## src/rtl/ex_muldiv_pkg.sv

```systemverilog
// Shared encodings and constants for the EX-stage multiply/divide unit.
package mips_muldiv_pkg;

  // Operation encoding as delivered by ID/EX.
  typedef enum logic [1:0] {
    OP_MULT  = 2'b00,
    OP_MULTU = 2'b01,
    OP_DIV   = 2'b10,
    OP_DIVU  = 2'b11
  } md_op_e;

  // Sequencer states.
  typedef enum logic [1:0] {
    IDLE = 2'b00,
    RUN  = 2'b01,
    FIX  = 2'b10
  } md_state_e;

  // Quotient reported on divide by zero; wide enough for any supported WIDTH.
  localparam int unsigned DIVZERO_W = 64;
  localparam logic [DIVZERO_W-1:0] DIVZERO_LO = '1;

  // Signed ops have a zero in bit 0 of the encoding.
  function automatic logic op_is_signed(input logic [1:0] op);
    return ~op[0];
  endfunction

  // Divide ops have a one in bit 1 of the encoding.
  function automatic logic op_is_div(input logic [1:0] op);
    return op[1];
  endfunction

endpackage

```

## src/rtl/ex_muldiv_iter.sv

```systemverilog
// Iterative shift-add multiply / restoring divide datapath, one step per enabled edge.
module muldiv_iter
  import mips_muldiv_pkg::*;
#(
  parameter int unsigned WIDTH = 32
) (
  input  logic               clk_i,
  input  logic               rst_i,
  input  logic               load_i,
  input  logic               step_i,
  input  logic               is_div_i,
  input  logic [WIDTH-1:0]   lo_i,
  input  logic [WIDTH-1:0]   op_b_i,
  output logic [2*WIDTH-1:0] acc_o
);

  // acc_q = {upper half, lower half}:
  //   multiply: {partial product, remaining multiplier bits}
  //   divide:   {remainder, dividend bits shifting into quotient}
  logic [2*WIDTH-1:0] acc_q;
  logic [WIDTH-1:0]   b_q;
  logic               div_q;

  logic [WIDTH:0]     mul_sum_c;
  logic [2*WIDTH-1:0] mul_next_c;
  logic [WIDTH:0]     rem_sh_c;
  logic [WIDTH-1:0]   rem_sub_c;
  logic               rem_ge_c;
  logic [2*WIDTH-1:0] div_next_c;

  // One multiply step and one divide step, computed in parallel.
  always_comb begin
    mul_sum_c  = {1'b0, acc_q[2*WIDTH-1:WIDTH]} +
                 (acc_q[0] ? {1'b0, b_q} : {(WIDTH+1){1'b0}});
    mul_next_c = {mul_sum_c, acc_q[WIDTH-1:1]};

    // Remainder stays below the divisor, so the difference fits in WIDTH bits.
    rem_sh_c   = {acc_q[2*WIDTH-1:WIDTH], acc_q[WIDTH-1]};
    rem_ge_c   = rem_sh_c >= {1'b0, b_q};
    rem_sub_c  = rem_sh_c[WIDTH-1:0] - b_q;
    div_next_c = rem_ge_c ? {rem_sub_c, acc_q[WIDTH-2:0], 1'b1}
                          : {rem_sh_c[WIDTH-1:0], acc_q[WIDTH-2:0], 1'b0};
  end

  // Operand load on start, then one iteration per enabled edge.
  always_ff @(posedge clk_i or posedge rst_i) begin
    if (rst_i) begin
      acc_q <= '0;
      b_q   <= '0;
      div_q <= 1'b0;
    end else if (load_i) begin
      acc_q <= {{WIDTH{1'b0}}, lo_i};
      b_q   <= op_b_i;
      div_q <= is_div_i;
    end else if (step_i) begin
      acc_q <= div_q ? div_next_c : mul_next_c;
    end
  end

  assign acc_o = acc_q;

endmodule

```

## src/rtl/ex_muldiv.sv

```systemverilog
// EX-stage multi-cycle MULT/MULTU/DIV/DIVU unit owning the HI/LO registers.
module ex_muldiv
  import mips_muldiv_pkg::*;
#(
  parameter int unsigned WIDTH = 32,
  parameter int unsigned CNT_W = 6
) (
  input  logic             clk_i,
  input  logic             rst_i,
  input  logic             start_i,
  input  logic [1:0]       op_i,
  input  logic [WIDTH-1:0] rs_data_i,
  input  logic [WIDTH-1:0] rt_data_i,
  input  logic             hi_we_i,
  input  logic             lo_we_i,
  input  logic [WIDTH-1:0] wdata_i,
  input  logic             flush_i,
  output logic [WIDTH-1:0] hi_o,
  output logic [WIDTH-1:0] lo_o,
  output logic             busy_o,
  output logic             done_o
);

  md_state_e          state_q;
  logic [CNT_W-1:0]   cnt_q;
  logic [WIDTH-1:0]   hi_q;
  logic [WIDTH-1:0]   lo_q;
  logic               busy_q;
  logic               done_q;
  logic               div_q;
  logic               rs_neg_q;
  logic               rt_neg_q;
  logic               divz_q;

  logic               rs_neg_c;
  logic               rt_neg_c;
  logic [WIDTH-1:0]   rs_abs_c;
  logic [WIDTH-1:0]   rt_abs_c;
  logic               load_c;
  logic               step_c;
  logic [2*WIDTH-1:0] acc_c;
  logic [2*WIDTH-1:0] prod_c;
  logic [WIDTH-1:0]   quot_c;
  logic [WIDTH-1:0]   rem_c;
  logic [WIDTH-1:0]   fix_hi_d;
  logic [WIDTH-1:0]   fix_lo_d;

  // Operand magnitudes; unsigned ops pass straight through.
  always_comb begin
    rs_neg_c = op_is_signed(op_i) & rs_data_i[WIDTH-1];
    rt_neg_c = op_is_signed(op_i) & rt_data_i[WIDTH-1];
    rs_abs_c = rs_neg_c ? -rs_data_i : rs_data_i;
    rt_abs_c = rt_neg_c ? -rt_data_i : rt_data_i;
    load_c   = (state_q == IDLE) & start_i & ~flush_i;
    step_c   = (state_q == RUN) & ~flush_i;
  end

  // Multiplier (rt) or dividend (rs) goes into the low half of the accumulator.
  muldiv_iter #(
    .WIDTH (WIDTH)
  ) u_iter (
    .clk_i    (clk_i),
    .rst_i    (rst_i),
    .load_i   (load_c),
    .step_i   (step_c),
    .is_div_i (op_is_div(op_i)),
    .lo_i     (op_is_div(op_i) ? rs_abs_c : rt_abs_c),
    .op_b_i   (op_is_div(op_i) ? rt_abs_c : rs_abs_c),
    .acc_o    (acc_c)
  );

  // Sign correction of the raw magnitude result for the FIX write.
  always_comb begin
    prod_c = (rs_neg_q ^ rt_neg_q) ? -acc_c : acc_c;
    quot_c = (rs_neg_q ^ rt_neg_q) ? -acc_c[WIDTH-1:0] : acc_c[WIDTH-1:0];
    rem_c  = rs_neg_q ? -acc_c[2*WIDTH-1:WIDTH] : acc_c[2*WIDTH-1:WIDTH];
    if (div_q) begin
      fix_hi_d = rem_c;
      fix_lo_d = divz_q ? WIDTH'(DIVZERO_LO) : quot_c;
    end else begin
      fix_hi_d = prod_c[2*WIDTH-1:WIDTH];
      fix_lo_d = prod_c[WIDTH-1:0];
    end
  end

  // Sequencer, HI/LO ownership and registered status outputs.
  always_ff @(posedge clk_i or posedge rst_i) begin
    if (rst_i) begin
      state_q  <= IDLE;
      cnt_q    <= '0;
      hi_q     <= '0;
      lo_q     <= '0;
      busy_q   <= 1'b0;
      done_q   <= 1'b0;
      div_q    <= 1'b0;
      rs_neg_q <= 1'b0;
      rt_neg_q <= 1'b0;
      divz_q   <= 1'b0;
    end else begin
      done_q <= 1'b0;
      case (state_q)
        IDLE: begin
          // A squash in IDLE also kills any MTHI/MTLO issued alongside it.
          if (!flush_i) begin
            if (hi_we_i) hi_q <= wdata_i;
            if (lo_we_i) lo_q <= wdata_i;
            if (start_i) begin
              div_q    <= op_is_div(op_i);
              rs_neg_q <= rs_neg_c;
              rt_neg_q <= rt_neg_c;
              divz_q   <= (rt_data_i == '0);
              cnt_q    <= '0;
              busy_q   <= 1'b1;
              state_q  <= RUN;
            end
          end
        end
        RUN: begin
          if (flush_i) begin
            busy_q  <= 1'b0;
            cnt_q   <= '0;
            state_q <= IDLE;
          end else begin
            cnt_q <= cnt_q + CNT_W'(1);
            if (cnt_q == CNT_W'(WIDTH - 1)) state_q <= FIX;
          end
        end
        FIX: begin
          busy_q  <= 1'b0;
          state_q <= IDLE;
          if (!flush_i) begin
            hi_q   <= fix_hi_d;
            lo_q   <= fix_lo_d;
            done_q <= 1'b1;
          end
        end
        default: begin
          busy_q  <= 1'b0;
          state_q <= IDLE;
        end
      endcase
    end
  end

  assign hi_o   = hi_q;
  assign lo_o   = lo_q;
  assign busy_o = busy_q;
  assign done_o = done_q;

endmodule

```

## config.mk

```make
export PLATFORM = sky130hd
export DESIGN_NAME = ex_muldiv
export DESIGN_NICKNAME = d
export VERILOG_FILES = /design/src/rtl/ex_muldiv_pkg.sv /design/src/rtl/ex_muldiv_iter.sv /design/src/rtl/ex_muldiv.sv
export SDC_FILE = /design/constraint.sdc
export NUM_CORES = 1
export LEC_CHECK = 0
export BUFFER_PORTS_ARGS = -buffer_cell sky130_fd_sc_hd__buf_2
export CORE_AREA = 2 2 237 192
export DETAILED_ROUTE_END_ITERATION = 10
export DIE_AREA = 0 0 239 194
export GPL_TIMING_DRIVEN = 0
export SYNTH_ARGS = -nofsm -noshare
export SYNTH_HDL_FRONTEND = slang
export SYNTH_SLANG_ARGS = --single-unit
```

## constraint.sdc

```tcl
create_clock -name clk_i -period 6.8 [get_ports clk_i]
set_clock_uncertainty 0.15 [all_clocks]
set_input_delay 1.36 -clock clk_i [delete_from_list [all_inputs] [get_ports clk_i]]
set_output_delay 1.36 -clock clk_i [all_outputs]
set_load 0.03 [all_outputs]
```

==> results of run 1 <==
[synthesized netlist by cell type, types with 8 or more instances]
cell                       instances
sky130_fd_sc_hd__o31ai_1          23
sky130_fd_sc_hd__and3_1           18
sky130_fd_sc_hd__or4_1            11
sky130_fd_sc_hd__xor2_1           76
sky130_fd_sc_hd__or3_1            15
sky130_fd_sc_hd__nor4_1           16
sky130_fd_sc_hd__a31oi_1          28
sky130_fd_sc_hd__nor2b_1          15
sky130_fd_sc_hd__nor3_1           47
sky130_fd_sc_hd__xnor2_1          95
sky130_fd_sc_hd__o21a_1           12
sky130_fd_sc_hd__o211ai_1         60
sky130_fd_sc_hd__o41ai_1          10
sky130_fd_sc_hd__inv_1            66
sky130_fd_sc_hd__nand3_1          36
sky130_fd_sc_hd__a21o_1           22
sky130_fd_sc_hd__nand2_1         234
sky130_fd_sc_hd__o22ai_1          34
sky130_fd_sc_hd__a21oi_1         165
sky130_fd_sc_hd__ha_1             69
sky130_fd_sc_hd__o221ai_1         24
sky130_fd_sc_hd__clkbuf_1        114
sky130_fd_sc_hd__o21ai_1          15
sky130_fd_sc_hd__nor2_1          169
sky130_fd_sc_hd__o21ai_0         188
sky130_fd_sc_hd__mux2i_1          52
sky130_fd_sc_hd__and2_1            8
sky130_fd_sc_hd__dfrtp_1         174
sky130_fd_sc_hd__nand4_1          16
sky130_fd_sc_hd__a211oi_1         16
sky130_fd_sc_hd__nand2b_1         14
[layer usage]
| metal | vias up | GRT usage [%] |
|---|---|---|
| met5 | - | 0 |
| met2 | 958 | 38.1 |
| li1 | 7574 | - |
| met4 | 0 | 7.18 |
| met3 | 91 | 5.75 |
| met1 | 8066 | 42.6 |
[worst max-delay path by stage]
stage          slack (ns)  depth (start not counted)          endpoint             start
2_1_floorplan        0.57                          1            busy_o             rst_i
3_3_place_gp        -1.65                          2  u_iter.acc_o[46]             rst_i
3_5_place_dp         2.15                          9  u_iter.acc_o[25]      rt_data_i[3]
4_1_cts              2.26                         10  u_iter.acc_o[52]  u_iter.acc_o[35]
5_1_grt              1.94                         10  u_iter.acc_o[52]  u_iter.acc_o[35]
6_report             1.96                         10  u_iter.acc_o[52]  u_iter.acc_o[35]
[registers in the layout, summed over array words and instances, names as in the netlist]
name	flops
cnt_q	6
lo_o	32
u_iter.div_q	1
u_iter.acc_o	64
busy_o	1
u_iter.b_q	32
done_o	1
hi_o	32
state_q	2
rt_neg_q	1
rs_neg_q	1
divz_q	1
[worst min-delay path, stage by stage (launching register included)]
cell and delay [ns]:
sky130_fd_sc_hd__dfrtp_1 0.34, sky130_fd_sc_hd__nand2_1 0.05, sky130_fd_sc_hd__o21ai_1 0.06
[cells by family (layout without fill, tap and decap cells)]
family | Yosys count | count (layout)
xor gates and xnor gates | 171 | 171
adders and majority gates | 71 | 71
AOI/OAI and AO/OA | 671 | 671
buffers and inverters | 196 | 396
DFF | 174 | 174
and+or+nand+nor | 639 | 639
muxes | 53 | 53
[layout make-up]
type,instances,area [um2]
Clock buffer,18,439
Sequential cell,174,4350
Fill cell,4630,26600
Buffer,130,522
Tap cell,568,711
Multi-Input combinational cell,1605,10200
Inverter,66,255
Timing Repair Buffer,168,863
Clock inverter,14,170
[where the power goes]
part | switching [mW] | internal, mW | leakage, nW
Combinational | 2.79 | 1.45 | 5.01
Sequential | 0.427 | 1.28 | 2.18
Clock | 0.518 | 0.537 | 0.297
Total | 3.73 | 3.27 | 7.48
==> impl_metrics.toml, run 1 <==
[critical_path]
setup.worst_path.end_class = "flip-flop"
worst_path_largest_cell_delay_ns = 0.60
worst_ep_arrival_time_ns = 5.04
worstSetupPathType = "flip-flop to flip-flop"
timing.rr.start = "u_iter.acc_o[35]"
worst_path_dominant_cell_family = "compound AO/OA/AOI/OAI gates"
crit_chain = "ha_1 -> a21o_1 -> a31oi_1 -> a2111oi_0 -> a22oi_1 -> nand3b_1 -> nand2_1 -> clkbuf_1 -> o211ai_1 -> a22o_1"
r2r-end = "u_iter.acc_o[52]"
worst-path-max-fanout = 10
r2r_slack_ns = 1.96
start_kind = "flip-flop"
critical-path-slowest-cell = "sky130_fd_sc_hd__clkbuf_1"
cp.buffers_inverters = 1
ff2ff_path_depth = 10
worstPathRequired_ns = 7.00

[outcome]
status = "finished, final reports clean"

[synth]
netlist.top_cell.by_area = "sky130_fd_sc_hd__dfrtp_1"
synth-adder-area-share_pct = 5.91
post_synth_mux_area_share_pct = 3.48
synth-compound-area-share_pct = 27.6
post_synthesis_share_of_cell_area_spent_on_and_or_nand_and_nor_gates_pct = 19.6
synth_edf_count = 0
mappedNetlistArea_um2 = 15300
ys_ff_latch = 174
synth_top_area_share_pct = 28.5
synth-main-ff-cell = "sky130_fd_sc_hd__dfrtp_1"
syn_nets = 2150
synthDistinctLibCells = 74
main_combinational_cell_family_by_area_after_synthesis = "compound AO/OA/AOI/OAI gates"
ys.warnings.count = 0
synth-seq-area-share_pct = 28.5
asyncSetResetFlopFracSynth_pct = 100
synth.area.top_cells = "sky130_fd_sc_hd__dfrtp_1 (28%), sky130_fd_sc_hd__o21ai_0 (6.2%), sky130_fd_sc_hd__nand2_1 (5.7%)"
synthesis.instances = 1975
synth.avg_cell_area_um2 = 7.74
synth_xor_xnor_area_share_pct = 9.80

[clock_tree]
ctsResizeCount = 0
clk_latency_ns = 0.48
post-cts-setup-buffers = 0
cts_inserted_buffers = 17
clock-sinks = 174
tritoncts = "yes"
worst_setup_hold_path_clk_slew_ns = 0.08
number_of_h_tree_levels = 4
clockBufferDepth = 2
cts-hold-fix-buffers = 0
cts.root.buffer_cell = "sky130_fd_sc_hd__clkbuf_16"

[sta]
max_frequency_ghz = 0.207
period_share_pct = 71.1
hold_viol = 0
setup_violations = 0
slew-limit-headroom_pct = 15.8
rsz0062_at_grt = "no"
finalSetupTns_ns = 0
final_max_slew_viol_count = 0
min_period_ns = 4.84
final.hold.worst_slack_ns = 0.333
worst-slew-pin-transition_ns = 1.26
setup_ws_ns = 1.96

[floorplan]
die-height_um = 194
design.portCount = 170
dieArea_um2 = 46400
coreArea_um2 = 44000
chipWidth_um = 239
starting_density_of_the_core_pct = 34.7
num_rows = 69

[route]
wl_per_cell_um = 23.7
met1Wirelength_um = 29900
dr_total_vias = 16700
met3WireLength_um = 7570
firstDrtPassIters = 5
routed-wl-met2_um = 26000
top_layer_used = "met4"
route.detailed.drc = 0
totalWireLength_um = 65000
final_antenna_net_count = 0
routed_via_density = 6.08
starting_drc_count_in_detailed_routing = 2003

[hold_path]
min_path_cells = 2
hold_path_class = "flip-flop to flip-flop"
worst_hold_endpoint = "hi_o[7]"
worstHoldStart = "hi_o[7]"

[finish]
stdcell_count = 2743
syn_to_final_growth_pct = 14.4
post-route-cell-area_um2 = 17500
finalCoreUtilization_pct = 39.7
most_frequent_cells_in_the_layout = "sky130_fd_sc_hd__nand2_1 (234), sky130_fd_sc_hd__o21ai_0 (188), sky130_fd_sc_hd__dfrtp_1 (174)"
drive_above_1_share_pct = 10.9
most_frequent_standard_cell_in_the_layout_excluding_fill_and_tap_cells = "sky130_fd_sc_hd__nand2_1"
finalNetCount = 2337
number_of_diodes_added_for_antenna_fixing = 0

[power_and_ir_drop]
total_power_mw = 7.00
cellPowerDensity_nw_per_um2 = 400
ir_worst_vdd_mv = 0.193
power.static_leakage_nw = 7.48

[place]
place_area_um2 = 16900
placement.io_buffers = 167
numPlacedInstances = 2711
place.gp.congestion = 1.01
detailed_place_hpwl_um = 52000
place_worst_setup_slack_ns = 2.15

[global_routing]
grt_pass1_vias = 15200
grt_use_total_pct = 27.6
antenna_found_initial = 0
grt_pass1_wl_um = 96600
grt-ovfl-total = 0
grt_max_degree = 112

[flow_run]
drv.max_cap_violation_count = 0
(Power assumes the default switching activity.)
==> run 2, diff against run 1 <==
ABC_AREA = 1   (was unset)
CORE_AREA = 2 2 256 207   (was 2 2 237 192)
DIE_AREA = 0 0 258 209   (was 0 0 239 194)
clock period = 4.15 ns   (was 6.8 ns; I/O delays follow)
==> impl_metrics.toml, run 2 <==
[synth]
post_synthesis_share_of_cell_area_spent_on_and_or_nand_and_nor_gates_pct = 40.7
synth-adder-area-share_pct = 5.07
synth-seq-area-share_pct = 24.5
post-synth-top-count-cell = "sky130_fd_sc_hd__nand2_1"
asyncSetResetFlopFracSynth_pct = 100
ys_ff_latch = 174
synthDistinctLibCells = 51
synth_top_area_share_pct = 24.5
netlist.top_cell.by_area = "sky130_fd_sc_hd__dfrtp_1"
synth.avg_cell_area_um2 = 5.81
ys.warnings.count = 0
post_synth_mux_area_share_pct = 0
main_combinational_cell_family_by_area_after_synthesis = "simple AND/OR/NAND/NOR gates"
mappedNetlistArea_um2 = 17800
synth-compound-area-share_pct = 15.0
synth_xor_xnor_area_share_pct = 3.59
synth-main-ff-cell = "sky130_fd_sc_hd__dfrtp_1"
synth.area.top_cells = "sky130_fd_sc_hd__dfrtp_1 (24%), sky130_fd_sc_hd__nand2_1 (20%), sky130_fd_sc_hd__inv_1 (8.7%)"
synth_edf_count = 0
synth.cells.most_frequent = "sky130_fd_sc_hd__nand2_1 (966), sky130_fd_sc_hd__inv_1 (413), sky130_fd_sc_hd__nor2_1 (394)"
syn_nets = 3239
synthesis.instances = 3064

[critical_path]
worstSetupPathType = "flip-flop to flip-flop"
timing.rr.start = "u_iter.acc_o[0]"
cp_common_cell = "sky130_fd_sc_hd__nand2_1"
worst-path-max-fanout = 8
critical-path-slowest-cell = "sky130_fd_sc_hd__o21ai_0"
worstPathRequired_ns = 4.37
crit_chain = "buf_2 -> nand2_1 -> inv_1 -> ha_1 -> inv_1 -> fa_1 -> inv_1 -> nand2_1 -> o21ai_0 -> nand2_1 -> nand2_1 -> nand2_1 -> nand2_1 -> nand2_1 -> nand3_1 -> nand3_1 -> nand3_1 -> nand2_1"
r2r_slack_ns = 0.39
worst_path_dominant_cell_family = "simple AND/OR/NAND/NOR gates"
r2r-end = "u_iter.acc_o[61]"
setup.worst_path.end_class = "flip-flop"
cp.buffers_inverters = 4
worst_ep_arrival_time_ns = 3.98
worst_path_largest_cell_delay_ns = 0.53
start_kind = "flip-flop"
ff2ff_path_depth = 18

[hold_path]
worstHoldStart = "busy_o"
min_path_cells = 2
worst_hold_endpoint = "busy_o"
hold_path_class = "flip-flop to flip-flop"

[place]
place.gp.congestion = 1.04
place_area_um2 = 19600
placement.io_buffers = 169
detailed_place_hpwl_um = 74000

[power_and_ir_drop]
power.static_leakage_nw = 10.3
share_comb_of_total_power_pct = 64.1
intPower_mw = 5.37
cellPowerDensity_nw_per_um2 = 655
power.sequential.fraction_pct = 23.2
proportion_of_power_drawn_by_the_clock_network_pct = 12.7
net_switching_power_of_the_design_mw = 7.85
ir_worst_vdd_mv = 0.307
power.share.switching_pct = 59.4

[clock_tree]
cts.root.buffer_cell = "sky130_fd_sc_hd__clkbuf_16"
clock-sinks = 174
number_of_h_tree_levels = 4
clk_latency_ns = 0.48
cts-hold-fix-buffers = 0
cts_inserted_buffers = 17
tritoncts = "yes"
post-cts-setup-buffers = 0
ctsResizeCount = 0
clockBufferDepth = 2
worst_setup_hold_path_clk_slew_ns = 0.08

[floorplan]
design.portCount = 170
die-height_um = 209
chipWidth_um = 258
coreArea_um2 = 51700
starting_density_of_the_core_pct = 34.4
num_rows = 75
dieArea_um2 = 53900

[route]
routed_via_density = 5.50
route.detailed.drc = 0
dr_total_vias = 21800
totalWireLength_um = 89200
starting_drc_count_in_detailed_routing = 2905
final_antenna_net_count = 0
firstDrtPassIters = 6
wl_per_cell_um = 22.5

[sta]
rsz0062_at_grt = "no"
hold_viol = 0
slew-limit-headroom_pct = 32.0
final.hold.worst_slack_ns = 0.330
period_share_pct = 90.6
setup_violations = 0
max_frequency_ghz = 0.266
final_max_slew_viol_count = 0
worst-slew-pin-transition_ns = 1.02
min_period_ns = 3.76

[global_routing]
antenna_found_initial = 1
grt_max_degree = 43
grt-ovfl-total = 0
grt_use_total_pct = 32.6
grt_pass1_wl_um = 130000
grt_pass1_vias = 19700

[finish]
most_frequent_cells_in_the_layout = "sky130_fd_sc_hd__nand2_1 (966), sky130_fd_sc_hd__inv_1 (412), sky130_fd_sc_hd__nor2_1 (394)"
fill_cell_count = 5814
largest_reg_flops = 64
number_of_diodes_added_for_antenna_fixing = 0
drive_above_1_share_pct = 7.98
finalNetCount = 3431
syn_to_final_growth_pct = 13.3
post-route-cell-area_um2 = 20200
most_frequent_standard_cell_in_the_layout_excluding_fill_and_tap_cells = "sky130_fd_sc_hd__nand2_1"

[flow_run]
drv.max_cap_violation_count = 0

[outcome]
status = "finished, final reports clean"
## run 2: cell count changes after synthesis, moves of 22 or more
cell | before | now
sky130_fd_sc_hd__xor2_1 | 76 | 54
sky130_fd_sc_hd__mux2i_1 | 52 | 0
sky130_fd_sc_hd__xnor2_1 | 95 | 19
sky130_fd_sc_hd__clkbuf_1 | 114 | 59
sky130_fd_sc_hd__o22ai_1 | 34 | 11
sky130_fd_sc_hd__nand2_1 | 234 | 966
sky130_fd_sc_hd__nand3_1 | 36 | 244
sky130_fd_sc_hd__o211ai_1 | 60 | 38
sky130_fd_sc_hd__inv_1 | 66 | 413
sky130_fd_sc_hd__nor2_1 | 169 | 394
sky130_fd_sc_hd__nand4_1 | 16 | 61
## run 2: kinds of logic (layout without fill, tap and decap cells)
| logic type | after synthesis | in the layout |
|---|---|---|
| buf+inv | 516 | 721 |
| xor+xnor | 73 | 73 |
| compound gates | 481 | 481 |
| fa+ha+maj | 71 | 71 |
| simple gates | 1749 | 1749 |
| flops | 174 | 174 |
## run 2: worst max path at each step
stage	cells after the start	end	slack [ns]	from
2_1_floorplan	1	busy_o	0.95	rst_i
3_3_place_gp	2	u_iter.acc_o[48]	-0.33	rst_i
3_5_place_dp	18	u_iter.acc_o[61]	0.52	u_iter.acc_o[0]
4_1_cts	18	u_iter.acc_o[61]	0.49	u_iter.acc_o[0]
5_1_grt	18	u_iter.acc_o[61]	0.07	u_iter.acc_o[0]
6_report	18	u_iter.acc_o[61]	0.39	u_iter.acc_o[0]
## run 2: cell type report
class / count / area [um2] / share of cell area [%]
clock inverters: 14 / 139 / 0.688
repair buffers: 173 / 926 / 4.59
inverters: 423 / 1600 / 7.91
plain buffers: 93 / 393 / 1.95
clock buffers: 18 / 439 / 2.18
well taps: 693 / 867 / 4.30
multi-input cells: 2374 / 11500 / 56.8
flip-flops and latches: 174 / 4350 / 21.6
## run 2: metrics by stage
| step | utilization [%] | setup TNS [ns] | cells | worst slack (ns) | power, mW |
|---|---|---|---|---|---|
| 2_1_floorplan | - | 0 | 3064 | 0.945 | 8.08 |
| 3_3_place_gp | 37.8 | -53.91 | 3926 | -0.333 | 11.2 |
| 3_5_place_dp | 37.9 | 0 | 3930 | 0.524 | 11.2 |
| 4_1_cts | 39.0 | 0 | 3962 | 0.493 | 12.8 |
| 5_1_grt | 39.0 | 0 | 3962 | 0.0682 | 14.0 |
| 6_report | 39.0 | 0 | 3962 | 0.392 | 13.2 |
## run 2: power by group through the flow
stage,Clock [mW],Sequential (mW),Combinational (mW)
floorplan,0,2.78,5.31
global placement,0,3.03,8.17
detailed placement,0,3.03,8.13
CTS,1.68,2.99,8.17
global route,1.74,3.06,9.20
finish,1.67,3.07,8.47
## run 2: per-layer routing
metal / routed length [um] / vias up / global-route usage, %
li1: - / 10300 / -
met1: 41400 / 10100 / 49.2
met2: 34000 / 1259 / 44.1
met3: 10400 / 157 / 8.16
met4: 3310 / 0 / 11.5
met5: 0 / - / 0
## run 2: tightest hold or removal path: cells and delay by family (launching register included)
| kind | cells | cell delay (ns) |
|---|---|---|
| flip-flops | 1 | 0.35 |
| AND/OR/NAND/NOR | 2 | 0.10 |
